===== src/rtl/mem_port_arbiter.sv =====
// Shares one memory port between fetch (I) and load/store (D): data-first, fetch anti-starvation; 2+ cycles request-to-ready.
// Requesters hold until their ready pulse; optional watchdog (MEM_ARB_TIMEOUT_EN) aborts stuck transfers and sets m_error.
module mem_port_arbiter #(
  parameter int ADDR_W       = 32,
  parameter int DATA_W       = 32,
  parameter int STARVE_LIMIT = 4
`ifdef MEM_ARB_TIMEOUT_EN
  , parameter int TIMEOUT_CYC = 64
`endif
) (
  input  logic              clock,
  input  logic              reset,
  input  logic              i_req,
  input  logic [ADDR_W-1:0] i_addr,
  output logic [DATA_W-1:0] i_rdata,
  output logic              i_ready,
  input  logic              d_req,
  input  logic              d_rw,
  input  logic              d_isbyte,
  input  logic [ADDR_W-1:0] d_addr,
  input  logic [DATA_W-1:0] d_wdata,
  output logic [DATA_W-1:0] d_rdata,
  output logic              d_ready,
  output logic              m_enable,
  output logic              m_rw,
  output logic              m_isbyte,
  output logic [ADDR_W-1:0] m_address,
  output logic [DATA_W-1:0] m_data_in,
  input  logic [DATA_W-1:0] m_data_out,
  input  logic              m_ready,
  output logic              m_error
);

  localparam int SW = $clog2(STARVE_LIMIT + 1);
  localparam logic [SW-1:0] LIMIT = SW'(STARVE_LIMIT);

  typedef enum logic [1:0] {IDLE, BUSY_I, BUSY_D} state_t;

  state_t        state;
  logic [SW-1:0] streak;
  logic          grant_d;
  logic          grant_i;
  logic          xfer_done;

`ifdef MEM_ARB_TIMEOUT_EN
  localparam int WD_W = $clog2(TIMEOUT_CYC + 1);
  localparam logic [WD_W-1:0] WD_LAST = WD_W'(TIMEOUT_CYC - 1);
  logic [WD_W-1:0] wdog;
`else
  assign m_error = 1'b0;
`endif

  always_comb begin
    grant_d   = d_req && (!i_req || (streak < LIMIT));
    grant_i   = i_req && !grant_d;
`ifdef MEM_ARB_TIMEOUT_EN
    xfer_done = m_ready || (wdog == WD_LAST);
`else
    xfer_done = m_ready;
`endif
  end

  always_ff @(posedge clock or posedge reset) begin
    if (reset) begin
      state     <= IDLE;
      streak    <= '0;
      i_ready   <= 1'b0;
      d_ready   <= 1'b0;
      i_rdata   <= '0;
      d_rdata   <= '0;
      m_enable  <= 1'b0;
      m_rw      <= 1'b0;
      m_isbyte  <= 1'b0;
      m_address <= '0;
      m_data_in <= '0;
`ifdef MEM_ARB_TIMEOUT_EN
      wdog      <= '0;
      m_error   <= 1'b0;
`endif
    end else begin
      i_ready <= 1'b0;
      d_ready <= 1'b0;
      if (!i_req) streak <= '0;
      case (state)
        IDLE: begin
`ifdef MEM_ARB_TIMEOUT_EN
          wdog <= '0;
`endif
          if (grant_d) begin
            state     <= BUSY_D;
            m_enable  <= 1'b1;
            m_rw      <= d_rw;
            m_isbyte  <= d_isbyte;
            m_address <= d_addr;
            m_data_in <= d_wdata;
            // grant_d with i_req pending implies streak < LIMIT, so no overflow
            if (i_req) streak <= streak + 1'b1;
          end else if (grant_i) begin
            state     <= BUSY_I;
            m_enable  <= 1'b1;
            m_rw      <= 1'b0;
            m_isbyte  <= 1'b0;
            m_address <= i_addr;
            m_data_in <= '0;
            streak    <= '0;
          end
        end
        BUSY_I, BUSY_D: begin
          if (xfer_done) begin
            state    <= IDLE;
            m_enable <= 1'b0;
            if (state == BUSY_I) begin
              i_ready <= 1'b1;
              i_rdata <= m_ready ? m_data_out : '0;
            end else begin
              d_ready <= 1'b1;
              // stores leave the last load result visible
              if (!m_rw) d_rdata <= m_ready ? m_data_out : '0;
            end
`ifdef MEM_ARB_TIMEOUT_EN
            if (!m_ready) m_error <= 1'b1;
`endif
          end
`ifdef MEM_ARB_TIMEOUT_EN
          else begin
            wdog <= wdog + 1'b1;
          end
`endif
        end
        default: state <= IDLE;
      endcase
    end
  end

endmodule


===== config.mk =====
export PLATFORM = sky130hd
export DESIGN_NAME = mem_port_arbiter
export DESIGN_NICKNAME = d
export VERILOG_FILES = /design/src/rtl/mem_port_arbiter.sv
export SDC_FILE = /design/constraint.sdc
export NUM_CORES = 1
export LEC_CHECK = 0
export CAP_MARGIN = 20
export CELL_PAD_IN_SITES_DETAIL_PLACEMENT = 0
export CELL_PAD_IN_SITES_GLOBAL_PLACEMENT = 1
export CORE_MARGIN = 2
export CORE_UTILIZATION = 30
export DETAILED_ROUTE_END_ITERATION = 16
export PLACE_DENSITY_LB_ADDON = 0.1
export SYNTH_ARGS = -nofsm -noshare
export SYNTH_HDL_FRONTEND = slang
export SYNTH_SLANG_ARGS = --single-unit

===== constraint.sdc =====
create_clock -name clock -period 8 [get_ports clock]
set_input_delay 1.6 -clock clock [delete_from_list [all_inputs] [get_ports clock]]
set_output_delay 1.6 -clock clock [all_outputs]
set_load 0.02 [all_outputs]

==> impl_metrics.py, run 1 <==
metrics = {
    "critical_path": {
        "rr_startpoint": "streak[2]",
        "reg2reg_depth": 4,
        "cp-endpoint": "m_data_in[0]",
        "path_cells": "clkdlybuf4s50_1 > a21boi_4 > and2_1 > buf_4 > a22o_1",
        "crit_type": "in2reg",
        "critPathTopFamily": "compound AO/OA/AOI/OAI gates",
        "slowest_stage": "a21boi_4",
        "startpoint": "i_req",
        "crit_arrival_ns": 3.94,
        "path_max_fanout": 36,
        "rrSetupSlack_ns": 5.94,
        "crit_required_ns": 8.34,
        "critical_path.max_stage_delay_ns": 0.87,
        "cp.depth": 5,
        "r2r_end": "m_data_in[0]",
        "crit_path_start_kind": "input port",
        "path_buf_inv": 2,
        "end_kind": "flip-flop",
    },
    "global_route": {
        "first_global_vias": 4618,
        "grt_max_degree": 78,
        "grt_pass1_wl_mm": 25.0,
        "grt_overflow": 0,
        "track_usage_pct": 16.4,
        "antenna_found_initial": 0,
    },
    "pwr": {
        "power.total_mw": 3.87,
        "pwr-share-seq_pct": 31.4,
        "p_comb_share_pct": 48.5,
        "pwr_density_cell_mw_per_mm2": 433,
        "ir_drop_mv": 0.215,
        "power.leakage_nw": 3.76,
        "swShare_pct": 36.3,
        "p_sw_mw": 1.40,
        "power.share.clock_pct": 20.1,
        "intPower_mw": 2.46,
    },
    "synth": {
        "syn_inst": 432,
        "netlist_top_cells_count": "138 x dfrtp_1, 64 x a21oi_1, 62 x mux2_2",
        "avgSynthCellArea_um2": 12.6,
        "yosys.area_share.adder_pct": 0.688,
        "yosys.cell_types.count": 32,
        "synth_top_family_by_area": "multiplexers",
        "yosysSeqAreaShare_pct": 63.3,
        "async_reset_ff_share_pct": 100,
        "synth_largest_area_cell": "dfrtp_1",
        "yosys.area_share.xor_xnor_pct": 0,
        "synth-edff-count": 0,
        "ys.flop_type": "dfrtp_1",
        "synth-compound-area-share_pct": 13.1,
        "synth_warnings": 0,
        "synth_area_mm2": 0.00546,
        "ys_top_cells_by_area": "dfrtp_1 63%, mux2_2 13%, a21oi_1 5.9%, a22o_1 5.5%, nand2_1 2.6%",
        "synth_nets": 570,
        "yosys.cell_count.top_type": "dfrtp_1",
        "synthMuxAreaShare_pct": 13.2,
        "ys_ff_latch": 138,
        "netlist.area_leader.share_pct": 63.3,
        "synthSimpleGateAreaFrac_pct": 6.28,
    },
    "routing": {
        "dr.first_iter.drc_count": 175,
        "drt-wirelength-per-cell_um": 16.6,
        "vias_per_cell": 4.63,
        "wirelength_mm": 15.6,
        "drcViolationCount": 0,
        "routed-via-count": 4331,
        "ant_nets": 0,
        "dr.pass1.iters": 4,
    },
    "placement": {
        "post_dp_cell_area_mm2": 0.00834,
        "place_congestion": 0.779,
        "post-dp-hpwl_mm": 10.9,
        "dp_slack_ns": 3.96,
        "io_buffers": 267,
    },
    "clock_tree": {
        "cts_made_buffers": 17,
        "cts_setup_buffers": 0,
        "cts_hold_buf": 0,
        "cts.clk_slew.worst_paths_ns": 0.06,
        "cts_tree": "yes",
        "h-tree-depth": 4,
        "numClockSinks": 138,
        "cts.path.max_buffers": 2,
        "cts-root-buf": "clkbuf_16",
        "insertion_delay_ns": 0.41,
        "ctsResizeCount": 0,
    },
    "sta": {
        "tns_ns": 0,
        "fmax_ghz": 0.278,
        "min_period_ns": 3.60,
        "period_share_pct": 45.0,
        "rsz0062_at_grt": "false",
        "setup_ws_ns": 4.40,
        "maxSlewViolCount": 0,
        "fin_skew_ns": 0.00755,
        "setup_viol": 0,
        "max_slew_margin_pct": 36.3,
        "hold_viol": 0,
        "tightest_slew_ns": 0.953,
    },
    "die": {
        "die_area_mm2": 0.0193,
        "die_h_um": 139,
        "core_area_mm2": 0.0179,
        "rows": 49,
        "ioPinCount": 269,
        "die_x_um": 139,
        "start_util_pct": 30.5,
    },
    "hold_path": {
        "min_path_type": "reg2reg",
        "whs_path_depth": 1,
    },
    "final_layout": {
        "fin_area_mm2": 0.00893,
        "num_antenna_cells": 0,
        "drive_gt1_share_pct": 14.7,
        "area_growth_pct": 63.7,
        "finalNetCount": 833,
    },
    "outcome": {
        "status": "finished, final reports clean",
    },
    "run": {
        "maxCapViolations": 0,
    },
}
-- stage by stage --
| step | cells | hold WS (ns) | util, % |
|---|---|---|---|
| 6_report | 936 | 0.496 | 49.9 |
| 5_1_grt | 936 | 0.513 | 49.9 |
| 4_1_cts | 936 | 0.503 | 49.9 |
| 3_5_place_dp | 905 | 0.487 | 46.6 |
| 3_3_place_gp | 904 | 0.472 | 46.4 |
| 2_1_floorplan | 432 | 0.470 | - |
-- sequential cells by signal, indices dropped and copies added (netlist names) --
signal     cells
m_address     32
m_isbyte       1
d_ready        1
m_rw           1
streak         3
i_ready        1
d_rdata       32
m_enable       1
m_data_in     32
state          2
i_rdata       32
-- placed cells by master (no fill, tap or decap), types with 5 or more instances in the layout --
master / instances
a21oi_1: 64
mux2_2: 62
nand2_1: 38
clkbuf_16: 17
a22o_1: 34
nor2b_1: 5
buf_4: 5
clkdlybuf4s50_1: 267
dfrtp_1: 138
nor2_1: 34
-- power groups by stage --
stage          combinational [mW]  clock [mW]  sequential, mW
3_3_place_gp                 1.86           0            1.21
3_5_place_dp                 1.90           0            1.22
5_1_grt                      2.00       0.840            1.26
4_1_cts                      1.91       0.804            1.22
6_report                     1.88       0.777            1.21
2_1_floorplan               0.606           0            1.61
-- cells by family after synthesis --
family	count (synthesis)
buffers and inverters	33
other	1
multiplexers	64
AND/OR/NAND/NOR	83
AO/OA/AOI/OAI	110
flip-flops	138
adder cells (fa/ha/maj)	3
-- worst min path at each step --
stage | slack, ns | to | startpoint
after detailed placement | 0.49 | d_rdata[25] | d_rdata[25]
after global routing | 0.51 | i_rdata[31] | i_rdata[31]
after floorplan | 0.47 | streak[1] | streak[1]
after CTS | 0.50 | d_rdata[25] | d_rdata[25]
final | 0.50 | d_rdata[25] | d_rdata[25]
after global placement | 0.47 | d_rdata[0] | d_rdata[0]
-- layout make-up --
class / instances / area (um^2)
Sequential cell: 138 / 3450
Clock buffer: 19 / 453
Inverter: 4 / 20.0
Timing Repair Buffer: 273 / 2740
Tap cell: 229 / 287
Clock inverter: 12 / 140
Fill cell: 1562 / 8970
Multi-Input combinational cell: 261 / 1840
-- metal layers --
| layer | vias up | global-route usage [%] | wire length, um | part of all wire [%] |
|---|---|---|---|---|
| li1 | 2035 | - | - | - |
| met1 | 2082 | 21.5 | 6860 | 44 |
| met4 | 0 | 5.79 | 293 | 1.9 |
| met2 | 193 | 25.4 | 7270 | 47 |
| met3 | 21 | 5.80 | 1160 | 7.5 |
| met5 | - | 0 | 0 | 0 |
Power figures use the tool's default switching activity.
==> inputs of run 2 (changes only) <==
- clock period: 8 -> 3.6 ns (I/O delays scaled with it)
==> run 2 against run 1 <==
Compared with the run above:
- non-clock buffer count increased by 2
- die area stayed put
- clock power is 120% higher
- final cell count grew 0.21%
- sequential cell count unchanged
- critical path depth is 4 lower
- total power up 120%
- global-route usage down 0.18 points
- worst hold slack got worse by 0.0053 ns
- first-iteration DRC count fell by 3.4%
- critical endpoint is now m_rw
- highest routed layer unchanged
==> impl_metrics.py, run 2 (synthesized netlist as in run 1, its figures left out) <==
metrics = {
    "final_layout": {
        "final_cell_mix": "267 x clkdlybuf4s50_1, 138 x dfrtp_1, 64 x a21oi_1",
        "drive_gt1_share_pct": 14.8,
        "fill_cells": 1576,
        "area_growth_pct": 63.9,
        "num_antenna_cells": 0,
        "multiInputGateArea_mm2": 0.00183,
        "layout_commonest_cell": "clkdlybuf4s50_1",
        "seqCellArea_mm2": 0.00345,
        "finalNetCount": 835,
    },
    "die": {
        "die_x_um": 139,
        "die_h_um": 139,
        "core_area_mm2": 0.0179,
        "rows": 49,
        "start_util_pct": 30.5,
        "die_area_mm2": 0.0193,
        "ioPinCount": 269,
    },
    "critical_path": {
        "crit_type": "reg2out",
        "path_max_fanout": 3,
        "reg2reg_depth": 6,
        "crit_arrival_ns": 1.48,
        "rr_startpoint": "state[0]",
        "path_buf_inv": 1,
        "slowest_stage": "clkdlybuf4s50_1",
        "r2r_end": "d_rdata[12]",
        "end_kind": "output port",
        "critPathTopFamily": "buffers and inverters",
        "path_cells": "clkdlybuf4s50_1",
        "crit_required_ns": 2.88,
        "critical_path.max_stage_delay_ns": 0.66,
        "rrSetupSlack_ns": 1.70,
        "crit_path_start_kind": "flip-flop",
    },
    "pwr": {
        "p_sw_mw": 3.09,
        "pwr_density_cell_mw_per_mm2": 956,
        "p_comb_share_pct": 48.7,
        "power.share.clock_pct": 19.9,
        "pwr-share-seq_pct": 31.4,
        "intPower_mw": 5.45,
        "power.leakage_nw": 3.76,
        "ir_drop_mv": 0.419,
        "swShare_pct": 36.2,
    },
    "outcome": {
        "status": "finished, final reports clean",
    },
    "clock_tree": {
        "cts.path.max_buffers": 2,
        "h-tree-depth": 4,
        "ctsResizeCount": 0,
        "numClockSinks": 138,
        "cts_setup_buffers": 0,
        "cts.clk_slew.worst_paths_ns": 0.06,
        "cts_hold_buf": 0,
        "cts_tree": "yes",
        "insertion_delay_ns": 0.41,
        "cts-root-buf": "clkbuf_16",
        "cts_made_buffers": 17,
    },
    "routing": {
        "wirelength_mm": 15.3,
        "routed-via-count": 4364,
        "drcViolationCount": 0,
        "vias_per_cell": 4.65,
        "ant_nets": 0,
        "dr.first_iter.drc_count": 169,
        "drt-wirelength-per-cell_um": 16.3,
        "dr.pass1.iters": 4,
    },
    "global_route": {
        "track_usage_pct": 16.2,
        "grt_overflow": 0,
        "antenna_found_initial": 0,
        "grt_pass1_wl_mm": 24.9,
        "grt_max_degree": 81,
        "first_global_vias": 4541,
    },
    "sta": {
        "maxSlewViolCount": 0,
        "setup_viol": 0,
        "period_share_pct": 61.0,
        "tightest_slew_ns": 0.699,
        "fmax_ghz": 0.455,
        "rsz0062_at_grt": "false",
        "fin_skew_ns": 0.00862,
        "hold_viol": 0,
        "setup_ws_ns": 1.40,
        "min_period_ns": 2.20,
        "max_slew_margin_pct": 53.4,
        "tns_ns": 0,
    },
    "hold_path": {
        "whs_path_depth": 1,
        "min_to": "d_rdata[0]",
        "min_path_type": "reg2reg",
        "holdCritStartpoint": "d_rdata[0]",
    },
    "run": {
        "maxCapViolations": 0,
    },
    "placement": {
        "place_congestion": 0.756,
        "dp_slack_ns": 1.01,
        "post-dp-hpwl_mm": 10.6,
        "io_buffers": 267,
    },
}
==> run 2: cell count changes in the layout (fill, tap and decap cells not counted), moves of 2 or more <==
cell	change
buf_12	+3
clkinv_2	+2
clkinv_4	-2
clkinvlp_4	+2
inv_6	-2
==> run 2: power groups by stage <==
stage / sequential, mW / clock, mW / combinational (mW)
after floorplan: 3.58 / 0 / 1.35
after global placement: 2.68 / 0 / 4.16
after detailed placement: 2.71 / 0 / 4.22
after CTS: 2.70 / 1.75 / 4.23
after global routing: 2.80 / 1.81 / 4.45
final: 2.69 / 1.70 / 4.16
==> run 2: area by class of cell <==
type                    instances  area share (%)
flip-flops and latches        138            38.6
repair buffers                275            31.0
multi-input cells             261            20.5
clock buffers                  20            5.11
well taps                     229            3.21
clock inverters                11            1.34
inverters                       4           0.210
==> run 2: worst max path at each step <==
stage | start | end | depth (start not counted)
floorplan | reset | d_rdata[0] | 1
global placement | i_req | m_address[4] | 4
detailed placement | i_req | m_address[10] | 4
CTS | m_rw | m_rw | 1
global route | i_req | m_address[20] | 4
finish | m_rw | m_rw | 1
==> run 2: metrics by stage <==
step | power [mW] | std cells | hold slack [ns] | utilization, % | cell area, um^2
2_1_floorplan | 4.92 | 432 | 0.470 | - | 5460
3_3_place_gp | 6.85 | 907 | 0.468 | 46.7 | 8360
3_5_place_dp | 6.93 | 907 | 0.483 | 46.7 | 8360
4_1_cts | 8.67 | 938 | 0.496 | 49.9 | 8940
5_1_grt | 9.06 | 938 | 0.514 | 49.9 | 8940
6_report | 8.55 | 938 | 0.491 | 49.9 | 8940
==> run 2: metal layers <==
layer / up-vias / routed length (um) / global-route usage (%)
li1: 2039 / - / -
met1: 2123 / 6830 / 21.5
met2: 182 / 7020 / 24.6
met3: 20 / 1140 / 5.42
met4: 0 / 317 / 6.59
met5: - / 0 / 0
==> inputs of run 3 (changes only) <==
- CORE_UTILIZATION: 30 -> 28
- clock period: 3.6 -> 2 ns (I/O delays scaled with it)
==> run 3 against run 2 <==
Compared with the run above:
- global-route usage shrank 0.90 points
- clock-buffer cell count shrank 1
- final cell count grew 5.7%
- total power grew 87%
- combinational power grew 86%
- sequential cell count is the same
- final area grew 3.8%
==> impl_metrics.py, run 3 (synthesized netlist as in run 1, its figures left out) <==
metrics = {
    "placement": {
        "io_buffers": 267,
        "dp.cells": 960,
        "place_congestion": 0.726,
        "post-dp-hpwl_mm": 11.5,
        "post_dp_cell_area_mm2": 0.00864,
    },
    "pwr": {
        "p_sw_mw": 5.60,
        "power.share.clock_pct": 21.4,
        "pwr-share-seq_pct": 30.3,
        "pwr_density_cell_mw_per_mm2": 1720,
        "power.leakage_nw": 3.91,
        "p_comb_share_pct": 48.3,
        "intPower_mw": 10.4,
        "ir_drop_mv": 0.795,
        "swShare_pct": 35.0,
    },
    "final_layout": {
        "final_cells": 991,
        "fin_area_mm2": 0.00928,
        "multiInputGateArea_mm2": 0.00183,
        "final_cell_mix": "267 x clkdlybuf4s50_1, 138 x dfrtp_1, 64 x a21oi_1",
        "finalNetCount": 852,
        "fin_util_pct": 48.2,
        "seqCellArea_mm2": 0.00345,
        "num_antenna_cells": 0,
        "area_growth_pct": 70.2,
        "drive_gt1_share_pct": 16.9,
        "layout_commonest_cell": "clkdlybuf4s50_1",
        "fill_cells": 1787,
    },
    "sta": {
        "hold_viol": 0,
        "setup_viol": 0,
        "maxSlewViolCount": 0,
        "rsz0062_at_grt": "false",
        "min_period_ns": 1.89,
        "fin_skew_ns": 0.0159,
        "fmax_ghz": 0.530,
        "max_slew_margin_pct": 61.4,
        "tightest_slew_ns": 0.578,
        "period_share_pct": 94.4,
    },
    "critical_path": {
        "rrSetupSlack_ns": 0.26,
        "crit_arrival_ns": 1.49,
        "crit_required_ns": 1.60,
        "critical_path.max_stage_delay_ns": 0.66,
        "cp-endpoint": "m_rw",
        "startpoint": "m_rw",
        "r2r_end": "d_rdata[15]",
        "path_max_fanout": 3,
        "slowest_stage": "clkdlybuf4s50_1",
        "path_cells": "clkdlybuf4s50_1",
        "path_buf_inv": 1,
        "crit_path_start_kind": "flip-flop",
        "rr_startpoint": "state[0]",
        "crit_type": "reg2out",
        "end_kind": "output port",
        "reg2reg_depth": 6,
        "critPathTopFamily": "buffers and inverters",
        "cp.depth": 1,
    },
    "die": {
        "rows": 51,
        "die_area_mm2": 0.0206,
        "ioPinCount": 269,
        "start_util_pct": 28.3,
        "core_area_mm2": 0.0193,
        "die_h_um": 144,
        "die_x_um": 144,
    },
    "clock_tree": {
        "h-tree-depth": 4,
        "numClockSinks": 138,
        "cts_setup_buffers": 0,
        "cts.clk_slew.worst_paths_ns": 0.06,
        "cts_hold_buf": 0,
        "cts-root-buf": "clkbuf_16",
        "cts_tree": "yes",
        "ctsResizeCount": 0,
        "cts.path.max_buffers": 2,
        "cts_made_buffers": 17,
        "insertion_delay_ns": 0.41,
    },
    "run": {
        "maxCapViolations": 0,
    },
    "routing": {
        "drcViolationCount": 0,
        "dr.pass1.iters": 4,
        "ant_nets": 0,
        "wirelength_mm": 15.8,
        "vias_per_cell": 4.48,
        "routed-via-count": 4435,
        "dr.first_iter.drc_count": 114,
        "drt-wirelength-per-cell_um": 15.9,
    },
    "global_route": {
        "first_global_vias": 4605,
        "grt_max_degree": 34,
        "grt_overflow": 0,
        "grt_pass1_wl_mm": 24.3,
        "antenna_found_initial": 0,
        "track_usage_pct": 15.3,
    },
    "outcome": {
        "status": "finished, final reports clean",
    },
    "hold_path": {
        "min_path_type": "in2async",
    },
}
run 3: changes by cell type in the layout (fill, tap and decap cells not counted):
cell / delta
buf_12: +8
buf_4: +9
bufinv_16: +3
clkbuf_1: -1
clkinvlp_4: -2
run 3: area by class of cell:
cell class | count | share of cell area [%]
Multi-Input combinational cell | 261 | 19.8
Clock inverter | 12 | 2.10
Tap cell | 265 | 3.57
Timing Repair Buffer | 292 | 32.3
Clock buffer | 19 | 4.88
Inverter | 4 | 0.202
Sequential cell | 138 | 37.2
run 3: worst min path at each step:
stage                     cells past startpoint          end  slack (ns)
after floorplan                               1    streak[1]        0.47
after global placement                        1   d_rdata[0]        0.47
after detailed placement                      1   d_rdata[0]        0.47
after CTS                                     2  i_rdata[11]        0.40
after global routing                          2  i_rdata[11]        0.42
final                                         2  i_rdata[18]        0.40
run 3: power by group through the flow:
stage / Combinational (mW) / Sequential, mW / Clock, mW
after floorplan: 2.42 / 6.44 / 0
after global placement: 7.72 / 4.86 / 0
after detailed placement: 7.84 / 4.88 / 0
after CTS: 7.85 / 4.85 / 3.54
after global routing: 8.26 / 5.02 / 3.65
final: 7.72 / 4.84 / 3.43
run 3: through the flow:
stage	setup slack (ns)	total power, mW	setup TNS, ns	hold slack [ns]
detailed placement	0.0526	12.7	0	0.474
global placement	0.0970	12.6	0	0.471
finish	0.113	16.0	0	0.405
floorplan	-0.121	8.86	-16.71	0.470
CTS	0.0883	16.2	0	0.404
global route	0.0769	16.9	0	0.424
run 3: per-layer routing:
| metal | share of wire [%] | vias to the layer above | track usage, % |
|---|---|---|---|
| met5 | 0 | - | 0 |
| met4 | 1.5 | 0 | 4.80 |
| met3 | 8.5 | 16 | 6.16 |
| met2 | 48 | 168 | 25.4 |
| met1 | 42 | 2172 | 18.2 |
| li1 | - | 2079 | - |
